<file path="config.mk">
export PLATFORM = sky130hd
export DESIGN_NAME = equiv_miter_monitor
export DESIGN_NICKNAME = d
export VERILOG_FILES = /design/src/rtl/equiv_pkg.sv /design/src/rtl/equiv_delay_line.sv /design/src/rtl/equiv_miter_monitor.sv
export SDC_FILE = /design/constraint.sdc
export NUM_CORES = 1
export LEC_CHECK = 0
export ABC_AREA = 1
export BUFFER_PORTS_ARGS = -buffer_cell sky130_fd_sc_hd__buf_2
export CORE_MARGIN = 8
export CORE_UTILIZATION = 50
export DETAILED_ROUTE_END_ITERATION = 8
export PLACE_DENSITY = 0.81
export SETUP_SLACK_MARGIN = 0.4
export SLEW_MARGIN = 40
export SYNTH_ARGS = -nofsm -noshare
export SYNTH_HDL_FRONTEND = slang
export SYNTH_SLANG_ARGS = --single-unit
</file>
<file path="constraint.sdc">
create_clock -name clk -period 2.5 [get_ports clk]
set_clock_uncertainty 0.1 [all_clocks]
set_input_delay 0.5 -clock clk [delete_from_list [all_inputs] [get_ports clk]]
set_output_delay 0.5 -clock clk [all_outputs]
set_load 0.005 [all_outputs]
</file>
<file path="src/rtl/equiv_pkg.sv">
// equiv_pkg: shared types and default constants for the equivalence miter.
// Holds the FSM state enum, parameter defaults and a small max helper.
package equiv_pkg;

    typedef enum logic [1:0] {
        ST_WARMUP = 2'd0,
        ST_ARMED  = 2'd1,
        ST_FAILED = 2'd2
    } state_e;

    localparam int DEF_WIDTH  = 91;
    localparam int DEF_SKEW   = 0;
    localparam int DEF_WARMUP = 2;
    localparam int DEF_CNT_W  = 16;

    function automatic int max_int(input int a, input int b);
        return (a > b) ? a : b;
    endfunction

endpackage

</file>
<file path="src/rtl/equiv_delay_line.sv">
// equiv_delay_line: DEPTH-stage enable-gated register delay, DEPTH=0 is a wire.
// Ports: clk, rst_n (async active-low), en (shift enable), d (in), q (delayed out).
module equiv_delay_line #(
    parameter int WIDTH = 8,
    parameter int DEPTH = 0
) (
    input  logic             clk,
    input  logic             rst_n,
    input  logic             en,
    input  logic [WIDTH-1:0] d,
    output logic [WIDTH-1:0] q
);

    if (DEPTH == 0) begin : g_wire
        logic unused_ok;
        assign unused_ok = ^{clk, rst_n, en};
        assign q = d;
    end else begin : g_regs
        logic [WIDTH-1:0] stg_q [DEPTH];
        logic [WIDTH-1:0] stg_d [DEPTH];

        always_comb begin
            for (int i = 0; i < DEPTH; i++) begin
                stg_d[i] = stg_q[i];
            end
            if (en) begin
                stg_d[0] = d;
                for (int i = 1; i < DEPTH; i++) begin
                    stg_d[i] = stg_q[i-1];
                end
            end
        end

        always_ff @(posedge clk or negedge rst_n) begin
            if (!rst_n) begin
                for (int i = 0; i < DEPTH; i++) begin
                    stg_q[i] <= '0;
                end
            end else begin
                for (int i = 0; i < DEPTH; i++) begin
                    stg_q[i] <= stg_d[i];
                end
            end
        end

        assign q = stg_q[DEPTH-1];
    end

endmodule

</file>
<file path="src/rtl/equiv_miter_monitor.sv">
// equiv_miter_monitor: compares y_a (delayed SKEW cycles) against y_b after a
// warm-up, flags mismatches, counts them and captures the first difference.
// Ports: clk, rst_n (async active-low), en (freeze when low), clear (sync restart),
//   y_a/y_b (compared vectors), mismatch (pulse), fail (sticky),
//   mismatch_cnt, first_cycle, first_diff (captures), state (FSM encoding).
// Optional: define EQUIV_MITER_ASSERT_EN to compile an equality assertion.
module equiv_miter_monitor
    import equiv_pkg::*;
#(
    parameter int WIDTH  = DEF_WIDTH,
    parameter int SKEW   = DEF_SKEW,
    parameter int WARMUP = DEF_WARMUP,
    parameter int CNT_W  = DEF_CNT_W
) (
    input  logic             clk,
    input  logic             rst_n,
    input  logic             en,
    input  logic             clear,
    input  logic [WIDTH-1:0] y_a,
    input  logic [WIDTH-1:0] y_b,
    output logic             mismatch,
    output logic             fail,
    output logic [CNT_W-1:0] mismatch_cnt,
    output logic [CNT_W-1:0] first_cycle,
    output logic [WIDTH-1:0] first_diff,
    output logic [1:0]       state
);

    // The delay line must be full before comparing, so warm-up covers SKEW too.
    localparam int WARM_LEN  = max_int(WARMUP, SKEW);
    localparam int WARM_LAST = (WARM_LEN > 0) ? WARM_LEN - 1 : 0;
    localparam int WC_W      = (WARM_LAST > 0) ? $clog2(WARM_LAST + 1) : 1;

    state_e           state_q, state_d;
    logic [WC_W-1:0]  wcnt_q, wcnt_d;
    logic [CNT_W-1:0] cyc_q, cyc_d;
    logic [CNT_W-1:0] cnt_q, cnt_d;
    logic [CNT_W-1:0] fcyc_q, fcyc_d;
    logic [WIDTH-1:0] fdiff_q, fdiff_d;
    logic             mm_q, mm_d;
    logic             fail_q, fail_d;

    logic [WIDTH-1:0] ya_dly;
    logic [WIDTH-1:0] diff;
    logic             cmp;
    logic             hit;

    equiv_delay_line #(
        .WIDTH (WIDTH),
        .DEPTH (SKEW)
    ) u_dly (
        .clk   (clk),
        .rst_n (rst_n),
        .en    (en),
        .d     (y_a),
        .q     (ya_dly)
    );

    assign diff = ya_dly ^ y_b;
    // Gating by state keeps X on the inputs during warm-up from reaching hit.
    assign cmp  = en && !clear && (state_q != ST_WARMUP);
    assign hit  = cmp && (diff != '0);

    always_comb begin
        state_d = state_q;
        wcnt_d  = wcnt_q;
        cyc_d   = cyc_q;
        cnt_d   = cnt_q;
        fcyc_d  = fcyc_q;
        fdiff_d = fdiff_q;
        fail_d  = fail_q;
        mm_d    = 1'b0;
        if (clear) begin
            state_d = ST_WARMUP;
            wcnt_d  = '0;
            cyc_d   = '0;
            cnt_d   = '0;
            fcyc_d  = '0;
            fdiff_d = '0;
            fail_d  = 1'b0;
        end else if (en) begin
            unique case (state_q)
                ST_WARMUP: begin
                    if (wcnt_q == WC_W'(WARM_LAST)) begin
                        state_d = ST_ARMED;
                    end else begin
                        wcnt_d = wcnt_q + 1'b1;
                    end
                end
                ST_ARMED, ST_FAILED: begin
                    if (cyc_q != '1) begin
                        cyc_d = cyc_q + 1'b1;
                    end
                    if (hit) begin
                        mm_d = 1'b1;
                        if (cnt_q != '1) begin
                            cnt_d = cnt_q + 1'b1;
                        end
                        if (state_q == ST_ARMED) begin
                            fcyc_d  = cyc_q;
                            fdiff_d = diff;
                            fail_d  = 1'b1;
                            state_d = ST_FAILED;
                        end
                    end
                end
                default: state_d = ST_WARMUP;
            endcase
        end
    end

    always_ff @(posedge clk or negedge rst_n) begin
        if (!rst_n) begin
            state_q <= ST_WARMUP;
            wcnt_q  <= '0;
            cyc_q   <= '0;
            cnt_q   <= '0;
            fcyc_q  <= '0;
            fdiff_q <= '0;
            fail_q  <= 1'b0;
            mm_q    <= 1'b0;
        end else begin
            state_q <= state_d;
            wcnt_q  <= wcnt_d;
            cyc_q   <= cyc_d;
            cnt_q   <= cnt_d;
            fcyc_q  <= fcyc_d;
            fdiff_q <= fdiff_d;
            fail_q  <= fail_d;
            mm_q    <= mm_d;
        end
    end

    assign mismatch     = mm_q;
    assign fail         = fail_q;
    assign mismatch_cnt = cnt_q;
    assign first_cycle  = fcyc_q;
    assign first_diff   = fdiff_q;
    assign state        = state_q;

`ifdef EQUIV_MITER_ASSERT_EN
    always @(posedge clk) begin
        if (rst_n && en && (state_q != ST_WARMUP)) begin
            assert (ya_dly == y_b)
            else $error("equiv_miter_monitor: outputs diverge, diff=%h", diff);
        end
    end
`endif

endmodule

</file>
* Word level (Yosys, flattened, before mapping)
Index checks and enable logic that the tools add are counted.
** Cells by class
- Add/sub/neg operators :: 3
- Equality and inequality tests :: 7
- Muxes and demuxes :: 38
- Bitwise logic cells :: 1
- Reductions and logical operators :: 20
** Operator list (number)
- $mux 91 :: 5
- $mux 16 :: 14
- $reduce_bool 91->1 :: 1
- $xor 91x91->91 :: 1
- $add 16x1->16 const B :: 2
- $ne 16x16->1 const B :: 2
- $reduce_bool 2->1 :: 8
- $mux 1 :: 13
- $reduce_and 4->1 :: 3
- $mux 2 :: 5
- $ne 3x3->1 const B :: 3
- $pmux 2 s2 :: 1
- $logic_and 1x1->1 :: 3
- $reduce_and 3->1 :: 1
- $eq 2x1->1 const B :: 1
- $eq 2x2->1 const B :: 1
- $logic_not 2->1 :: 1
- $reduce_and 2->1 :: 1
- $reduce_or 2->1 :: 1
- $add 1x1->1 const B :: 1
- $logic_not 1->1 :: 1
** Word-level totals
- Register bits :: 144
- Bits of input ports :: 186
- Output and inout bits :: 127
- Logic and storage cells :: 77

* Longest topological paths before layout
Gate-level depths: netlist (run 1).
- Depth after elaboration :: 8
- Gate-level depth with buffers :: 16
- Depth with buffers taken out :: 15

* Hierarchy
Synthesis (run 1) repeated with hierarchy kept, for this count alone.
** Unflattened totals
- Cell total of the unflattened synthesis :: 1271
- Area total of the unflattened synthesis :: 8780.9 µm²
** By module, submodules not included
- equiv_miter_monitor :: times used 1, cells each 1180, area each 8097.8 µm², sequential area each 3603.5 µm²
- equiv_delay_line :: times used 1, cells each 91, area each 683.2 µm², sequential area each 0.0 µm²

* Least setup slack after synthesis (run 1)
OpenSTA, ideal clock, no wires.
- Kind :: flip-flop to flip-flop
- Start :: register cnt_q[0] (netlist: mismatch_cnt[0])
- End :: register cnt_q[5] (netlist: mismatch_cnt[5])
- Library setup time :: 0.117 ns
- Arrival :: 1.808 ns
- Required time :: 2.283 ns
- Slack :: 0.475 ns
- Stages on the path, launching flop included :: 14
- Path buffers :: 1
- Clock period less this slack :: 2.025 ns
- Path through :: dfrtp_1 > ha_1 > nand2_1 > inv_2 > nand3_4 > nor2_4 > nand2_2 > nor4_4 > nand4_2 > nand2_4 > nand2_2 > buf_6 > nand2_1 > nand2_1
** On the way
- Word-level cells in the longest chain between the ends :: 6
- Elaborated cells on any way between the ends :: 9
- Classes of those cells :: add/sub (1); eq/ne (1); mux (5); reduce/logical (2)
** RTL lines
- start, declared :: RTL line equiv_miter_monitor.sv:37 : logic [CNT_W-1:0] cnt_q, cnt_d;
- start signal, assigned :: RTL line equiv_miter_monitor.sv:126 : cnt_q <= cnt_d;
- $add 16x1->16 :: RTL line equiv_miter_monitor.sv:97 : cnt_d = cnt_q + 1'b1;
- $mux 16 :: RTL line equiv_miter_monitor.sv:96 : if (cnt_q != '1) begin
- $mux 16 :: RTL line equiv_miter_monitor.sv:94 : if (hit) begin
- $mux 16 :: RTL line equiv_miter_monitor.sv:82 : unique case (state_q)
- $mux 16 :: RTL line equiv_miter_monitor.sv:81 : end else if (en) begin
- $mux 16 :: RTL line equiv_miter_monitor.sv:73 : if (clear) begin
Parallel ways exist; a longest one is shown, timed or not. The select of a mux whose other input is x is not followed.
A chain may end at the register's enable or synchronous reset.

* Worst setup path after layout (run 1)
- Start :: register cnt_q[1] (netlist: mismatch_cnt[1])
- End :: register cnt_q[15] (netlist: mismatch_cnt[15])
The elaborated chain is that of the path after synthesis.

==> results of run 1 <==
==> repair_timing <==
item,4_1_cts,5_1_grt
hold buffers,1,0
endpoints found under the setup margin,31,134
endpoints found under the hold margin,50,0
buffers inserted,8,7
pin swaps,4,29
cloned,0,13
resized for setup,10,45
==> layer usage <==
layer,up-vias,part of all wire,global-route usage
met5,-,0.00058,0
met4,2,0.021,0.101
met3,46,0.086,0.0810
met2,343,0.51,0.442
met1,3964,0.39,0.285
li1,4360,-,-
==> cell usage in the layout, fill, tap and decap left out, drive strengths merged, types with 2 or more instances in the layout <==
cell type	count
dfrtp	144
clkinv	4
clkbuf	33
nor4	2
xor2	14
ha	4
nand3	149
buf	370
nand2	441
nor3	12
nand4	11
xnor2	12
diode	2
o21ai	9
inv	141
o31ai	2
nor2	185
a21oi	13
==> through the flow <==
| step | cell area, sq um | std cells |
|---|---|---|
| after CTS | 10800 | 1751 |
| after detailed placement | 10100 | 1712 |
| after global placement | 10100 | 1712 |
| after floorplan | 8120 | 1185 |
| after global routing | 11300 | 1773 |
| final | 11300 | 1773 |
==> path summary, 6_finish.rpt <==
check	to	slack (ns)
max reg2reg	mismatch_cnt[15]	0.42
min in group asynchronous	mismatch_cnt[14]	0.52
min reg2reg	first_cycle[9]	0.38
max	mismatch_cnt[15]	0.42
max in group asynchronous	mismatch_cnt[0]	1.15
min	wcnt_q	0.25
==> worst min-delay path: stages <==
cell,delay (ns)
buf_2,0.11
nand2_1,0.06
a21oi_1,0.05
==> cell families (layout without fill, tap and decap cells) <==
group,Yosys count,count (layout),synth area share
flops,144,144,0.444
other cells,0,2,0
buf+inv,183,551,0.0920
simple gates,799,801,0.410
compound gates,29,29,0.0202
fa+ha+maj,4,4,0.00616
xor+xnor,26,26,0.0280
==> report_power, final <==
group,switching (mW),internal (mW)
clock,0.947,1.46
combinational,0.652,0.490
sequential,0.0582,2.42
==> sequential cells by signal (all words and copies together), names as in the netlist <==
register and count:
first_diff 91, state 2, first_cycle 16, mismatch_cnt 16, fail 1, wcnt_q 1, cyc_q 16, mismatch 1
==> cell type report <==
| cell class | instances | area (sq um) | share of cell area |
|---|---|---|---|
| Antenna cell | 2 | 5.00 | 0.000442 |
| Clock buffer | 24 | 492 | 0.0434 |
| Clock inverter | 6 | 57.6 | 0.00508 |
| Inverter | 141 | 532 | 0.0469 |
| Multi-Input combinational cell | 860 | 3980 | 0.352 |
| Sequential cell | 144 | 3610 | 0.318 |
| Tap cell | 216 | 270 | 0.0239 |
| Timing Repair Buffer | 380 | 2380 | 0.210 |
==> results by group, run 1 <==
Placed design
  – Setup Slack @ Placement: -0.0518 ns
  – Gp weighted congestion: 0.915
  – I/O Buffers: 312
  – Dpl hpwl: 19500 um

Critical path
  – CP cell instances: ha_4 -> nand2_2 -> inv_2 -> nand3_4 -> nor2_4 -> nand2_2 -> nor4_4 -> nand4_4 -> nand2_8 -> buf_8 -> nand3_2 -> nand2_1
  – Reg2reg path depth: 12
  – Worst Setup End Kind: flip-flop
  – Worst r2r src: mismatch_cnt[1]
  – WP depth: 12
  – CP delay by family, top: simple AND/OR/NAND/NOR gates
  – Crit path buf inv count: 2
  – Crit path DAT: 2.33 ns
  – Critical path's most frequent cell: nand2_2
  – Setup crit start kind: flip-flop
  – Slowest-stage cell, CP: dfrtp_2
  – WP data required: 2.75 ns
  – Crit Path Category: reg2reg
  – Max incr delay on CP: 0.40 ns
  – CP max FO: 7
  – Crit path from: mismatch_cnt[1]

Min path
  – Min-delay src: en
  – Hold Crit Class: in2reg
  – WHS Path Cells: 3

Layout
  – Proportion of layout cells with a drive suffix above 1: 0.296
  – Area Overhead vs Synth: 39.5%
  – Layout fillers: 1329
  – Final nets: 1734
  – Final Core Density: 0.713

Synth
  – Largest cells by area after synthesis: dfrtp_1 (44%), nand2_1 (20%), nand3_1 (9.1%), nor2_1 (8.4%), inv_1 (6.4%)
  – Top post-synthesis cells by count: nand2_1 (432), nor2_1 (182), nand3_1 (148)
  – Seq/Total Area, Yosys: 0.444
  – Avg Cell Area, Syn: 6.85 sq um
  – Largest area contributor in the netlist: dfrtp_1
  – Synthesized area: 8120 sq um
  – Synth cell types: 34
  – Ys flop type: dfrtp_1
  – Synth top area share: 0.444
  – Net Count, Synth: 1375
  – Ys Warns: 0
  – Async set-reset flop share out of synthesis: 1.00
  – Post-Synthesis Cells: 1185
  – Flops & latches, synth: 144
  – Top-count cell post-synth: nand2_1
  – Number of synthesized flops with an enable pin: 0

STA
  – Fmax: 0.480 GHz
  – Worst-margin pin slew: 0.770 ns
  – Final setup viols: 0
  – Max Slew Vio Count: 0
  – Fin Hold WS: 0.249 ns
  – Setup repair after global routing missed its margin: yes
  – Final Cycle Share: 0.833
  – Total Negative Setup Slacks: 0 ns
  – Final Hold Violating Endpoints: 0
  – Slew headroom: 0.487
  – Final min period: 2.08 ns
  – Setup WS post-layout: 0.417 ns

GRT
  – Largest net degree at the start of global routing: 73
  – Global-route wire length before repair: 41300 um
  – Initial antenna violation count: 3
  – GRT Total Usage: 0.255
  – Global route overflow: 0
  – Vias in the first global route: 8484

Drt
  – Initial DRC count: 514
  – Drt pass-1 iters: 7
  – Post-DR wirelength/cell: 15.5 um
  – Drt drc: 0
  – ANT nets after route: 0
  – Routed via count: 8715
  – Routed WL: 27500 um
  – Vias per Instance: 4.92

CTS
  – CTS tree: done
  – Clock buffer depth: 2
  – Clock Pin Slew Worst Setup and Hold Paths: 0.06 ns
  – Root buf cell: clkbuf_16
  – Worst skew pair latency: 0.42 ns
  – H-tree depth: 4
  – Num CTS Buffers: 17
  – CTS sink cnt: 144

Power and ir drop
  – PwrDens: 532 nW/um^2
  – Max VDD drop: 0.492 mV
  – Final Total Pwr: 6.02 mW
  – Pleak: 6.96 nW

Die
  – Initial Util: 0.511
  – Die Height: 143 um
  – Die X: 143 um
  – DIE AREA: 20600 sq um
  – Cell Rows: 46
  – Ports: 313
  – Core Box Area: 15900 sq um

Outcome
  – Outcome: finished, final reports clean

Job
  – Maxcap violations: 0
Note: power is estimated with default switching activity, not from simulation.
==> run 2, diff against run 1 <==
CORE_UTILIZATION = 45   (was 50)
PLACE_DENSITY = 0.77   (was 0.81)
clock period = 1.8 ns   (was 2.5 ns; I/O delays follow)
==> results by group, run 2 (synthesized netlist as in run 1, its figures left out) <==
CTS
  – Root buf cell: clkbuf_16
  – CTS tree: done
  – Clock buffer depth: 2 (unchanged)
  – Num CTS Buffers: 17 (unchanged)
  – Clock Pin Slew Worst Setup and Hold Paths: 0.07 ns (about the same)
  – H-tree depth: 4 (unchanged)
  – CTS sink cnt: 144 (unchanged)
  – Worst skew pair latency: 0.43 ns (about the same)

GRT
  – Initial antenna violation count: 1 (-2)
  – Global-route wire length before repair: 49200 um (+19%)
  – Largest net degree at the start of global routing: 54 (-26%)
  – Global route overflow: 0 (unchanged)
  – GRT Total Usage: 0.274 (+0.0195)
  – Vias in the first global route: 10300 (+21%)

Layout
  – Diodes inserted: 0 (-2)
  – Post-route cell area: 16400 sq um (+44%)
  – Most common cell after layout, fill and taps aside: nand2_1
  – Register area: 3610 sq um (about the same)
  – Max reg flops: 91 (unchanged)
  – Final nets: 2005 (+16%)
  – Layout fillers: 618 (-53%)
  – Commonest cells after routing, fill and taps aside: nand2_1 (265), buf_4 (264), buf_2 (253)
  – Area Overhead vs Synth: 102%
  – Proportion of layout cells with a drive suffix above 1: 0.638 (+0.341)
  – Area occupied by multi-input gates: 5970 sq um (+50%)

Drt
  – Vias per Instance: 5.80 (+18%)
  – Drt drc: 0 (unchanged)
  – Drt pass-1 iters: 6 (-1)
  – Routed via count: 11900 (+37%)
  – ANT nets after route: 0 (unchanged)
  – Routed WL: 48300 um (+76%)
  – Initial DRC count: 1134 (+120%)
  – Post-DR wirelength/cell: 23.5 um (+51%)

Die
  – Cell Rows: 49 (+6.5%)
  – Core Box Area: 17800 sq um (+12%)
  – DIE AREA: 22600 sq um (+9.8%)
  – Ports: 313 (unchanged)
  – Die X: 150 um (+4.8%)
  – Initial Util: 0.455 (-0.0560)
  – Die Height: 150 um (+4.8%)

STA
  – Worst-margin pin slew: 0.709 ns (-0.0601 ns)
  – Setup repair after global routing missed its margin: yes
  – Final min period: 2.43 ns
  – Final setup viols: 144 (+144)
  – Final Cycle Share: 1.35
  – Slew headroom: 0.523 (+0.0364)
  – Setup WS post-layout: -0.633 ns (-1.05 ns)
  – Max Slew Vio Count: 0 (unchanged)
  – Fmax: 0.411 GHz
  – Final Hold Violating Endpoints: 0 (unchanged)

Critical path
  – CP delay by family, top: simple AND/OR/NAND/NOR gates
  – Critical path's most frequent cell: nor2_2
  – Max incr delay on CP: 0.29 ns (-0.11 ns)
  – Worst Setup End Kind: flip-flop
  – WP data required: 2.02 ns (-0.73 ns)
  – Setup crit start kind: primary input
  – Crit path DAT: 2.65 ns (+0.32 ns)
  – Crit Path Category: in2reg
  – Register-to-register path setup slack: -0.37 ns (-0.79 ns)
  – Crit path buf inv count: 5 (+3)
  – CP cell instances: buf_2 -> nor2_2 -> nor2_2 -> nor2_1 -> nand2_1 -> nor2_2 -> nand2_2 -> nor2_4 -> nand3_4 -> nand2_4 -> buf_6 -> nor3_4 -> buf_12 -> buf_12 -> clkbuf_16 -> nand2_2 -> nand2_1
  – CP max FO: 6 (-1)
  – Slowest-stage cell, CP: nor2_2

Power and ir drop
  – Pleak: 9.23 nW (+33%)
  – Switching share of power: 0.321 (+0.0461)
  – Max VDD drop: 0.844 mV (+72%)
  – Clk network pwr share: 0.375 (-0.024)
  – PwrDens: 636 nW/um^2 (+20%)
  – Sequential Power Share: 0.333 (-0.078)
  – Internal: 7.06 mW (+62%)
  – Comb power frac: 0.292 (+0.102)
  – Sw power: 3.34 mW (+100%)

Outcome
  – Failing checks: negative setup slack
  – Outcome: complete, but fails checks

Placed design
  – Gp weighted congestion: 0.909 (-0.57%)
  – Setup Slack @ Placement: -0.680 ns (-0.628 ns)
  – I/O Buffers: 312 (unchanged)
  – Dpl hpwl: 20900 um (+7.5%)
  – Dpl cell area: 11600 sq um (+15%)

Min path
  – Hold Crit Class: in2reg

Job
  – Maxcap violations: 0 (unchanged)
[run 2: cell types whose count changed in the layout (fill, tap and decap cells not counted), moves of 36 or more]
cell	delta
nand3_2	+97
nor2_2	+52
inv_1	-36
nand2_1	-160
nor2_1	-109
nor2_4	+57
buf_6	+76
nand3_1	-102
nand2_2	+95
buf_4	+221
nand2_4	+65
buf_2	-58
[run 2: tightest hold or removal path, stage by stage]
cell,delay (ns)
buf_2,0.09
nand2_1,0.05
nand3_1,0.09
nand2_1,0.07
[run 2: routing by layer]
layer | track usage | part of all wire | vias to the layer above
met1 | 0.293 | 0.34 | 5546
met4 | 0.151 | 0.085 | 0
met5 | 0 | 0 | -
met3 | 0.0760 | 0.11 | 384
met2 | 0.483 | 0.47 | 1096
li1 | - | - | 4904
[run 2: final timing paths]
kind,from,endpoint,depth (start not counted)
worst max register to register,cyc_q[4],cyc_q[13],11
worst min register to register,first_diff[78],first_diff[78],2
worst min-delay path,y_b[65],first_diff[65],4
max in group asynchronous,rst_n,first_diff[38],3
worst max-delay path,y_a[15],first_cycle[12],17
min in group asynchronous,rst_n,first_diff[1],2
[run 2: through the flow]
| stage | setup TNS [ns] | utilization | total power, mW | cells | hold WS [ns] |
|---|---|---|---|---|---|
| after floorplan | -4.16 | - | 4.28 | 1185 | -0.0356 |
| after global placement | -74.88 | 0.650 | 5.19 | 1812 | 0.209 |
| after detailed placement | -80.88 | 0.650 | 5.24 | 1812 | 0.208 |
| after CTS | -4.48 | 0.784 | 9.44 | 1974 | 0.112 |
| after global routing | -71.09 | 0.917 | 10.7 | 2057 | 0.175 |
| final | -72.43 | 0.917 | 10.4 | 2057 | 0.168 |
[run 2: cell type report]
class | count | share of cell area
Multi-Input combinational cell | 859 | 0.365
Timing Repair Buffer | 652 | 0.325
Sequential cell | 144 | 0.221
Inverter | 141 | 0.0334
Clock buffer | 19 | 0.0277
Tap cell | 229 | 0.0175
Clock inverter | 13 | 0.0106
[run 2: power groups by stage]
| stage | Clock, mW | Combinational (mW) | Sequential, mW |
|---|---|---|---|
| floorplan | 0 | 0.772 | 3.51 |
| global placement | 0 | 1.70 | 3.49 |
| detailed placement | 0 | 1.75 | 3.50 |
| CTS | 3.81 | 2.20 | 3.43 |
| global route | 4.03 | 3.19 | 3.47 |
| finish | 3.90 | 3.04 | 3.47 |
[run 2: timing repair]
item / CTS / global route
gates cloned: 12 / 10
pin swaps: 73 / 134
endpoints found under the hold margin: 37 / 0
hold buffers: 1 / 0
gates resized for setup: 135 / 433
setup buffers: 117 / 73
setup endpoints to repair: 269 / 269
==> run 3, diff against run 2 <==
CTS_BUF_LIST = sky130_fd_sc_hd__clkbuf_4 sky130_fd_sc_hd__clkbuf_8 sky130_fd_sc_hd__clkbuf_16   (was not set)
clock period = 2 ns   (was 1.8 ns; I/O delays follow)
==> results by group, run 3 (synthesized netlist as in run 1, its figures left out) <==
Placed design
  – I/O Buffers: 312 (unchanged)
  – Placed Cells: 1784 (-1.5%)
  – Dpl hpwl: 20500 um (-2.2%)
  – Gp weighted congestion: 0.893 (-1.8%)

Power and ir drop
  – Pleak: 8.13 nW (-12%)
  – Max VDD drop: 0.564 mV (-33%)
  – PwrDens: 620 nW/um^2 (-2.6%)

CTS
  – Root buf cell: clkbuf_16
  – Clock Pin Slew Worst Setup and Hold Paths: 0.06 ns (about the same)
  – Worst skew pair latency: 0.43 ns (about the same)
  – CTS tree: done
  – Clock buffer depth: 2 (unchanged)
  – Num CTS Buffers: 17 (unchanged)
  – CTS sink cnt: 144 (unchanged)
  – H-tree depth: 4 (unchanged)

Critical path
  – Worst Setup End Kind: flip-flop
  – Slowest-stage cell, CP: nor2_2
  – WP data required: 2.26 ns (+0.24 ns)
  – Register-to-register path setup slack: -0.04 ns (+0.33 ns)
  – CP cell instances: buf_4 -> nor2_4 -> nor2_2 -> nor2_1 -> nand2_1 -> nor2_2 -> nand2_2 -> nor2_4 -> nand3_2 -> nand2_4 -> buf_6 -> nor2_4 -> nand2_8 -> buf_8 -> buf_12 -> buf_16 -> nand3_4 -> nand2_2
  – Setup crit start kind: primary input
  – Max incr delay on CP: 0.32 ns (+0.03 ns)
  – Crit path DAT: 2.58 ns (-0.07 ns)
  – Critical path's most frequent cell: nor2_4
  – Crit Path Category: in2reg
  – CP max FO: 6 (unchanged)

Drt
  – Post-DR wirelength/cell: 20.4 um (-13%)
  – ANT nets after route: 0 (unchanged)
  – Routed via count: 10500 (-12%)
  – Drt drc: 0 (unchanged)
  – Vias per Instance: 5.51 (-5.0%)
  – Initial DRC count: 818 (-28%)
  – Drt pass-1 iters: 5 (-1)
  – Routed WL: 38800 um (-20%)

Die
  – Cell Rows: 49 (unchanged)
  – Die X: 150 um (unchanged)
  – DIE AREA: 22600 sq um (unchanged)
  – Core Box Area: 17800 sq um (unchanged)
  – Die Height: 150 um (unchanged)
  – Ports: 313 (unchanged)
  – Initial Util: 0.455 (unchanged)

STA
  – Final Hold Violating Endpoints: 0 (unchanged)
  – Setup repair after global routing missed its margin: yes
  – Total Negative Setup Slacks: -28.94 ns (+43.49 ns)
  – Setup WS post-layout: -0.317 ns (+0.316 ns)
  – Final setup viols: 131 (-9.0%)
  – Max Slew Vio Count: 0 (unchanged)
  – Final min period: 2.32 ns
  – Final Cycle Share: 1.16
  – Fmax: 0.432 GHz
  – Slew headroom: 0.597 (+0.0734)
  – Worst-margin pin slew: 0.599 ns (-0.110 ns)

Outcome
  – Failing checks: negative setup slack
  – Outcome: complete, but fails checks

Layout
  – Final Core Density: 0.839 (-0.0784)
  – Post-route insts no fill: 1908 (-7.2%)
  – Most common cell after layout, fill and taps aside: nand2_1
  – Proportion of layout cells with a drive suffix above 1: 0.568 (-0.0700)
  – Commonest cells after routing, fill and taps aside: nand2_1 (353), buf_2 (249), dfrtp_1 (139)
  – Area Overhead vs Synth: 84.3%
  – Max reg flops: 91 (unchanged)
  – Final nets: 1853 (-7.6%)
  – Layout fillers: 889 (+44%)

GRT
  – Initial antenna violation count: 7 (+6)
  – GRT Total Usage: 0.286 (+0.0122)
  – Global route overflow: 0 (unchanged)
  – Largest net degree at the start of global routing: 76 (+41%)
  – Vias in the first global route: 10000 (-2.3%)
  – Global-route wire length before repair: 50600 um (+2.7%)

Min path
  – Hold Crit Class: in2reg

Job
  – Maxcap violations: 0 (unchanged)
-- run 3: area by class of cell --
| type | count | area [sq um] | share of cell area |
|---|---|---|---|
| timing repair buffer | 501 | 4200 | 0.281 |
| clock buffer | 18 | 439 | 0.0294 |
| clock inverter | 11 | 238 | 0.0159 |
| antenna | 6 | 15.0 | 0.00100 |
| tap | 229 | 287 | 0.0192 |
| multi-input combinational | 858 | 5630 | 0.376 |
| sequential | 144 | 3610 | 0.241 |
| inverter | 141 | 542 | 0.0362 |
-- run 3: path summary, 6_finish.rpt --
| path | from | end | cells after the start |
|---|---|---|---|
| worst max-delay path | y_a[22] | first_diff[85] | 18 |
| worst min-delay path | en | wcnt_q | 3 |
| worst max register to register | cyc_q[0] | cyc_q[5] | 13 |
| worst min register to register | fail | fail | 2 |
| max in group asynchronous | rst_n | first_diff[31] | 3 |
| min in group asynchronous | rst_n | first_diff[0] | 2 |
-- run 3: critical path, delay by kind of cell --
family	cells	cell delay (ns)
AND/OR/NAND/NOR	13	1.56
buffers and inverters	5	0.60
-- run 3: layer usage --
| metal | up-vias | global-route usage | routed length, um |
|---|---|---|---|
| met5 | - | 0 | 13 |
| met4 | 2 | 0.160 | 2680 |
| met3 | 232 | 0.0754 | 3490 |
| met2 | 703 | 0.499 | 19200 |
| met1 | 4966 | 0.311 | 13500 |
| li1 | 4611 | - | - |
-- run 3: repair_timing --
item / CTS / global route
pin swaps: 99 / 138
endpoints found under the hold margin: 41 / 0
hold buffers: 1 / 0
gates cloned: 21 / 2
endpoints found under the setup margin: 149 / 152
setup buffers: 35 / 30
resized for setup: 199 / 282
-- run 3: where the power goes --
part / switching, mW / leakage [nW] / internal, mW
combinational: 1.23 / 5.80 / 1.14
clock: 1.32 / 0.332 / 2.48
sequential: 0.0904 / 2.00 / 3.02
total: 2.63 / 8.13 / 6.64
-- run 3: through the flow --
stage	instance area [sq um]	total power, mW	hold WS [ns]	setup slack (ns)
2_1_floorplan	8870	3.84	0.00441	0.0536
3_3_place_gp	11300	4.62	0.265	-0.408
3_5_place_dp	11300	4.66	0.267	-0.494
4_1_cts	13700	8.76	0.134	0.0586
5_1_grt	15000	9.58	0.181	-0.366
6_report	15000	9.27	0.146	-0.317
